--- src/rtl/cpu_pkg.sv ---
// ------------------------------------------------------------------
// cpu_pkg: condition codes and NZCV flag type shared by the CPU units
// rev 1.0
// ------------------------------------------------------------------
`default_nettype none

package cpu_pkg;

  typedef enum logic [3:0] {
    COND_EQ = 4'h0,
    COND_NE = 4'h1,
    COND_HS = 4'h2,
    COND_LO = 4'h3,
    COND_MI = 4'h4,
    COND_PL = 4'h5,
    COND_VS = 4'h6,
    COND_VC = 4'h7,
    COND_HI = 4'h8,
    COND_LS = 4'h9,
    COND_GE = 4'hA,
    COND_LT = 4'hB,
    COND_GT = 4'hC,
    COND_LE = 4'hD,
    COND_AL = 4'hE,
    COND_NV = 4'hF
  } cond_e;

  typedef struct packed {
    logic n;
    logic z;
    logic c;
    logic v;
  } nzcv_t;

endpackage

`default_nettype wire

--- src/rtl/cond_eval.sv ---
// ------------------------------------------------------------------
// cond_eval: combinational A64 condition-code evaluation against NZCV
// rev 1.0
// ------------------------------------------------------------------
`default_nettype none

module cond_eval
  import cpu_pkg::*;
(
  input  nzcv_t i_flags,
  input  cond_e i_cond,
  output logic  o_taken
);

  always_comb begin
    o_taken = 1'b0;
    case (i_cond)
      COND_EQ: o_taken = i_flags.z;
      COND_NE: o_taken = !i_flags.z;
      COND_HS: o_taken = i_flags.c;
      COND_LO: o_taken = !i_flags.c;
      COND_MI: o_taken = i_flags.n;
      COND_PL: o_taken = !i_flags.n;
      COND_VS: o_taken = i_flags.v;
      COND_VC: o_taken = !i_flags.v;
      COND_HI: o_taken = i_flags.c && !i_flags.z;
      COND_LS: o_taken = !i_flags.c || i_flags.z;
      COND_GE: o_taken = (i_flags.n == i_flags.v);
      COND_LT: o_taken = (i_flags.n != i_flags.v);
      COND_GT: o_taken = !i_flags.z && (i_flags.n == i_flags.v);
      COND_LE: o_taken = i_flags.z || (i_flags.n != i_flags.v);
      // NV behaves as "always" in A64, unlike A32
      COND_AL: o_taken = 1'b1;
      COND_NV: o_taken = 1'b1;
    endcase
  end

endmodule

`default_nettype wire

--- src/rtl/flag_cond_unit.sv ---
// ------------------------------------------------------------------
// flag_cond_unit: NZCV register, in-flight setter tracking and branch
// condition evaluation with same-cycle EX bypass. rev 1.0
// ------------------------------------------------------------------
`default_nettype none

module flag_cond_unit
  import cpu_pkg::*;
#(
  parameter int PEND_MAX = 3
) (
  input  logic       clk,
  input  logic       reset_n,
  input  logic       flag_wr_en,
  input  logic       alu_negative,
  input  logic       alu_zero,
  input  logic       alu_carry_out,
  input  logic       alu_overflow,
  input  logic       setter_issue,
  input  logic       flush,
  input  logic       br_req_valid,
  input  logic [3:0] br_cond,
  output logic       br_req_ready,
  output logic       br_resp_valid,
  output logic       br_taken,
  output logic [3:0] flags_q,
  output logic       pend_err
);

  localparam int               CNT_W      = $clog2(PEND_MAX + 1);
  localparam logic [CNT_W-1:0] C_PEND_MAX = CNT_W'(PEND_MAX);
  localparam logic [CNT_W-1:0] C_ONE      = CNT_W'(1);

  nzcv_t            r_flags;
  logic [CNT_W-1:0] r_pend_cnt;
  logic [CNT_W-1:0] w_pend_nxt;
  logic             r_pend_err;
  logic             r_resp_valid;
  logic             r_taken;

  nzcv_t            w_alu_flags;
  nzcv_t            w_eff_flags;
  logic             w_accept;
  logic             w_taken;
  logic             w_overrun;

  assign w_alu_flags = {alu_negative, alu_zero, alu_carry_out, alu_overflow};
  assign w_eff_flags = flag_wr_en ? w_alu_flags : r_flags;

  // Only safe to branch once no older setter is outstanding, or the last one
  // is writing right now and its flags are bypassed.
  assign br_req_ready = !flush &&
                        ((r_pend_cnt == '0) || ((r_pend_cnt == C_ONE) && flag_wr_en));
  assign w_accept     = br_req_valid && br_req_ready;
  assign w_overrun    = setter_issue && (r_pend_cnt == C_PEND_MAX);

  cond_eval u_cond_eval (
    .i_flags (w_eff_flags),
    .i_cond  (cond_e'(br_cond)),
    .o_taken (w_taken)
  );

  always_comb begin
    w_pend_nxt = r_pend_cnt;
    if (flush) begin
      w_pend_nxt = '0;
    end else if (setter_issue && !flag_wr_en) begin
      if (r_pend_cnt != C_PEND_MAX) w_pend_nxt = r_pend_cnt + C_ONE;
    end else if (flag_wr_en && !setter_issue) begin
      if (r_pend_cnt != '0) w_pend_nxt = r_pend_cnt - C_ONE;
    end
  end

  always_ff @(posedge clk or negedge reset_n) begin
    if (!reset_n) begin
      r_flags      <= '0;
      r_pend_cnt   <= '0;
      r_pend_err   <= 1'b0;
      r_resp_valid <= 1'b0;
      r_taken      <= 1'b0;
    end else begin
      if (flag_wr_en) r_flags <= w_alu_flags;
      r_pend_cnt   <= w_pend_nxt;
      if (w_overrun) r_pend_err <= 1'b1;
      r_resp_valid <= w_accept;
      if (w_accept) r_taken <= w_taken;
    end
  end

  assign br_resp_valid = r_resp_valid;
  assign br_taken      = r_taken;
  assign flags_q       = r_flags;
  assign pend_err      = r_pend_err;

endmodule

`default_nettype wire
--- config.mk ---
export PLATFORM = sky130hd
export DESIGN_NAME = flag_cond_unit
export DESIGN_NICKNAME = d
export VERILOG_FILES = /design/src/rtl/cpu_pkg.sv /design/src/rtl/cond_eval.sv /design/src/rtl/flag_cond_unit.sv
export SDC_FILE = /design/constraint.sdc
export NUM_CORES = 1
export LEC_CHECK = 0
export ABC_CLOCK_PERIOD_IN_PS = 1900
export BUFFER_PORTS_ARGS = -buffer_cell sky130_fd_sc_hd__buf_2
export CORE_UTILIZATION = 32
export CTS_BUF_LIST = sky130_fd_sc_hd__clkbuf_2
export DETAILED_ROUTE_END_ITERATION = 6
export GPL_ROUTABILITY_DRIVEN = 0
export MAX_ROUTING_LAYER = met4
export PLACE_DENSITY = 0.51
export SLEW_MARGIN = 20
export SYNTH_ARGS = -nofsm -noshare
export SYNTH_HDL_FRONTEND = slang
export SYNTH_SLANG_ARGS = --single-unit
--- constraint.sdc ---
create_clock -name clk -period 1.9 [get_ports clk]
set_input_delay 0.095 -clock clk [delete_from_list [all_inputs] [get_ports clk]]
set_output_delay 0.095 -clock clk [all_outputs]
set_load 0.02 [all_outputs]
==> results.sh <==
export IMPL_h_tree_depth=1
export IMPL_crit_chain="inv_1, ha_1, a21oi_4, nor3b_4, o41ai_1, a2111oi_1, a31oi_1"
export IMPL_clk_latency_ns=0.24
export IMPL_regArea_sq_um=225.2
export IMPL_hold_viol=0
export IMPL_layout_nets=115
export IMPL_path_class="reg -> reg"
export IMPL_cts_clk_slew_worst_paths_ns=0.10
export IMPL_antenna_found_initial=0
export IMPL_initial_utilization_pct=34.69
export IMPL_io_pins=22
export IMPL_p_per_area_nw_per_um2=832.4
export IMPL_rows=16
export IMPL_reg2reg_depth=7
export IMPL_grt_busiest_layer="met1"
export IMPL_critical_path_slowest_cell="dfrtp_1"
export IMPL_grt_pass1_wl_microns=2835
export IMPL_synth_area_per_cell_sq_um=9.384
export IMPL_final_cell_mix="21 x buf_2, 11 x nor2_1, 9 x dfrtp_1"
export IMPL_viasPerCell=4.863
export IMPL_grt_use_met1_pct=22.67
export IMPL_io_buffer_count=21
export IMPL_cp_startpoint="r_pend_cnt[0]"
export IMPL_period_share_pct=88.27
export IMPL_slowest_delay_ns=0.43
export IMPL_die_x_microns=48.59
export IMPL_die_area_sq_um=2361
export IMPL_rsz0062_at_grt="false"
export IMPL_leakage_nw=0.3840
export IMPL_multi_input_area_sq_um=432.9
export IMPL_setup_violations=0
export IMPL_cts_buffers=3
export IMPL_cts_setup_buffers=0
export IMPL_setup_tns_ns=0
export IMPL_dr_pass1_iters=4
export IMPL_synth_top_area_share_pct=32.43
export IMPL_drive_gt1_share_pct=35.05
export IMPL_regToRegSetupSlack_ns=0.22
export IMPL_power_w=0.0007040
export IMPL_vias=603
export IMPL_crit_required_ns=2.01
export IMPL_hold_path_class="in -> reg"
export IMPL_synthTopCellsByArea="dfrtp_1 32%, nor2_1 5.9%, ha_1 5.4%"
export IMPL_clock_skew_ns=0.002180
export IMPL_core_area_sq_um=2002
export IMPL_root_buffer="clkbuf_2"
export IMPL_timing_rr_start="r_pend_cnt[0]"
export IMPL_max_freq_mhz=596.3
export IMPL_outcome="finished clean"
export IMPL_drt_iter0_drc=13
export IMPL_grt_usage_pct=16.39
export IMPL_synth_area_sq_um=694.4
export IMPL_layout_commonest_cell="buf_2"
export IMPL_globalRouteOverflowTotal=0
export IMPL_syn_inst=74
export IMPL_synth_top_cell_by_area="dfrtp_1"
export IMPL_syn_nets=91
export IMPL_cts_sinks=9
export IMPL_synth_seq_area_share_pct=32.43
export IMPL_ys_types=34
export IMPL_wl_per_cell_microns=12.80
export IMPL_die_h_microns=48.59
export IMPL_slew_violations=0
export IMPL_cap_violations=0
export IMPL_grtUsageMet3_pct=5.975
export IMPL_endpoint="br_taken"
export IMPL_cts_tree="built"
export IMPL_worstSetupStartpointType="flop"
export IMPL_timing_rr_end="br_taken"
export IMPL_slew_headroom_pct=74.90
export IMPL_worst_path_max_fanout=5
export IMPL_crit_arrival_ns=1.79
export IMPL_use_met2_pct=22.30
export IMPL_place_hpwl_microns=1232
export IMPL_ant_nets=0
export IMPL_grt_max_degree=12
export IMPL_ir_drop_v=0.0003723
export IMPL_post_route_min_period_ns=1.677
export IMPL_grt_pass1_vias=607
export IMPL_drt_wl_total_microns=1587
export IMPL_num_fill_cells=221
export IMPL_postCtsResizedCells=0
export IMPL_clock_path_buffers=2
export IMPL_tightest_slew_ns=0.3670
export IMPL_drc=0
export IMPL_worstSetupEndpointType="flop"
export IMPL_synth_warnings=0
export IMPL_antenna_cells=0
export IMPL_ys_seq_elements=9
export IMPL_area_growth_pct=21.80
## per-stage QoR
stage	std cells	worst slack [ns]	hold WS [ns]	utilization [%]	cell area, sq um
2_1_floorplan	74	0.3671	-0.2006	-	694.4
3_3_place_gp	119	0.2689	-0.03486	40.75	815.8
3_5_place_dp	119	0.2417	-0.03657	40.75	815.8
4_1_cts	124	0.1921	0.07062	42.25	845.8
5_1_grt	124	0.06356	0.06038	42.25	845.8
6_report	124	0.2229	0.08050	42.25	845.8
## cell usage after synthesis (all sizes together)
cell,instances
mux2i,2
inv,3
nor2b,2
ha,3
o22a,1
nor4b,1
o21ai,2
a21o,2
nand2,4
nor2,11
dfrtp,9
o32a,1
clkbuf,1
a2111oi,2
o31ai,1
nor4,1
a31oi,1
mux2,4
o41ai,1
nand3b,1
xnor2,3
buf,3
o21a,2
nor3,2
a31o,1
a211oi,1
nor3b,1
o22ai,2
a21oi,2
nand2b,4
## registers in the layout, summed over array words and instances, names as in the netlist
name           flops
br_resp_valid      1
br_taken           1
r_pend_cnt         2
flags_q            4
pend_err           1
## report_power, final
| group | switching [W] | total (W) | internal (W) |
|---|---|---|---|
| clock | 0.0000691 | 0.000125 | 0.0000559 |
| sequential | 0.0000298 | 0.000264 | 0.000234 |
| combinational | 0.000178 | 0.000315 | 0.000137 |
## how the worst min path moves through the flow
stage	end	slack, ns	startpoint	depth (start not counted)
global placement	r_pend_cnt[1]	-0.03	reset_n	1
global route	pend_err	0.06	setter_issue	2
floorplan	br_resp_valid	-0.20	reset_n	0
detailed placement	r_pend_cnt[1]	-0.04	reset_n	1
CTS	pend_err	0.07	setter_issue	2
finish	pend_err	0.08	setter_issue	2
## layout make-up
type | instances | area share [%]
Multi-Input combinational cell | 58 | 51.18
Sequential cell | 9 | 26.63
Timing Repair Buffer | 23 | 14.50
Tap cell | 27 | 3.994
Clock buffer | 4 | 2.367
Inverter | 3 | 1.331
## logic make-up (layout without fill, tap and decap cells)
family,after synthesis,count (layout),synth area share (%)
adders and majority gates,3,3,5.406
and+or+nand+nor,27,27,20.90
DFF,9,9,32.43
xor gates and xnor gates,3,3,3.784
buffers and inverters,7,30,5.225
AOI/OAI and AO/OA,19,19,22.34
muxes,6,6,9.909
## repair_timing
| action | CTS | global route |
|---|---|---|
| endpoints found under the hold margin | 9 | 0 |
| setup endpoints to repair | 0 | 0 |
| hold buffers | 1 | 0 |
## layer usage
metal	share of wire, %	up-vias
met5	0	-
met1	53	280
li1	-	311
met4	0	0
met2	43	12
met3	3.8	0
## worst max-delay path, delay by kind of cell, from the launching register on
| family | cells | cell delay [ns] |
|---|---|---|
| AO/OA/AOI/OAI | 4 | 0.59 |
| adder cells (fa/ha/maj) | 1 | 0.21 |
| buffers and inverters | 1 | 0.07 |
| flip-flops | 1 | 0.43 |
| AND/OR/NAND/NOR | 1 | 0.23 |
Power figures use the tool's default switching activity.
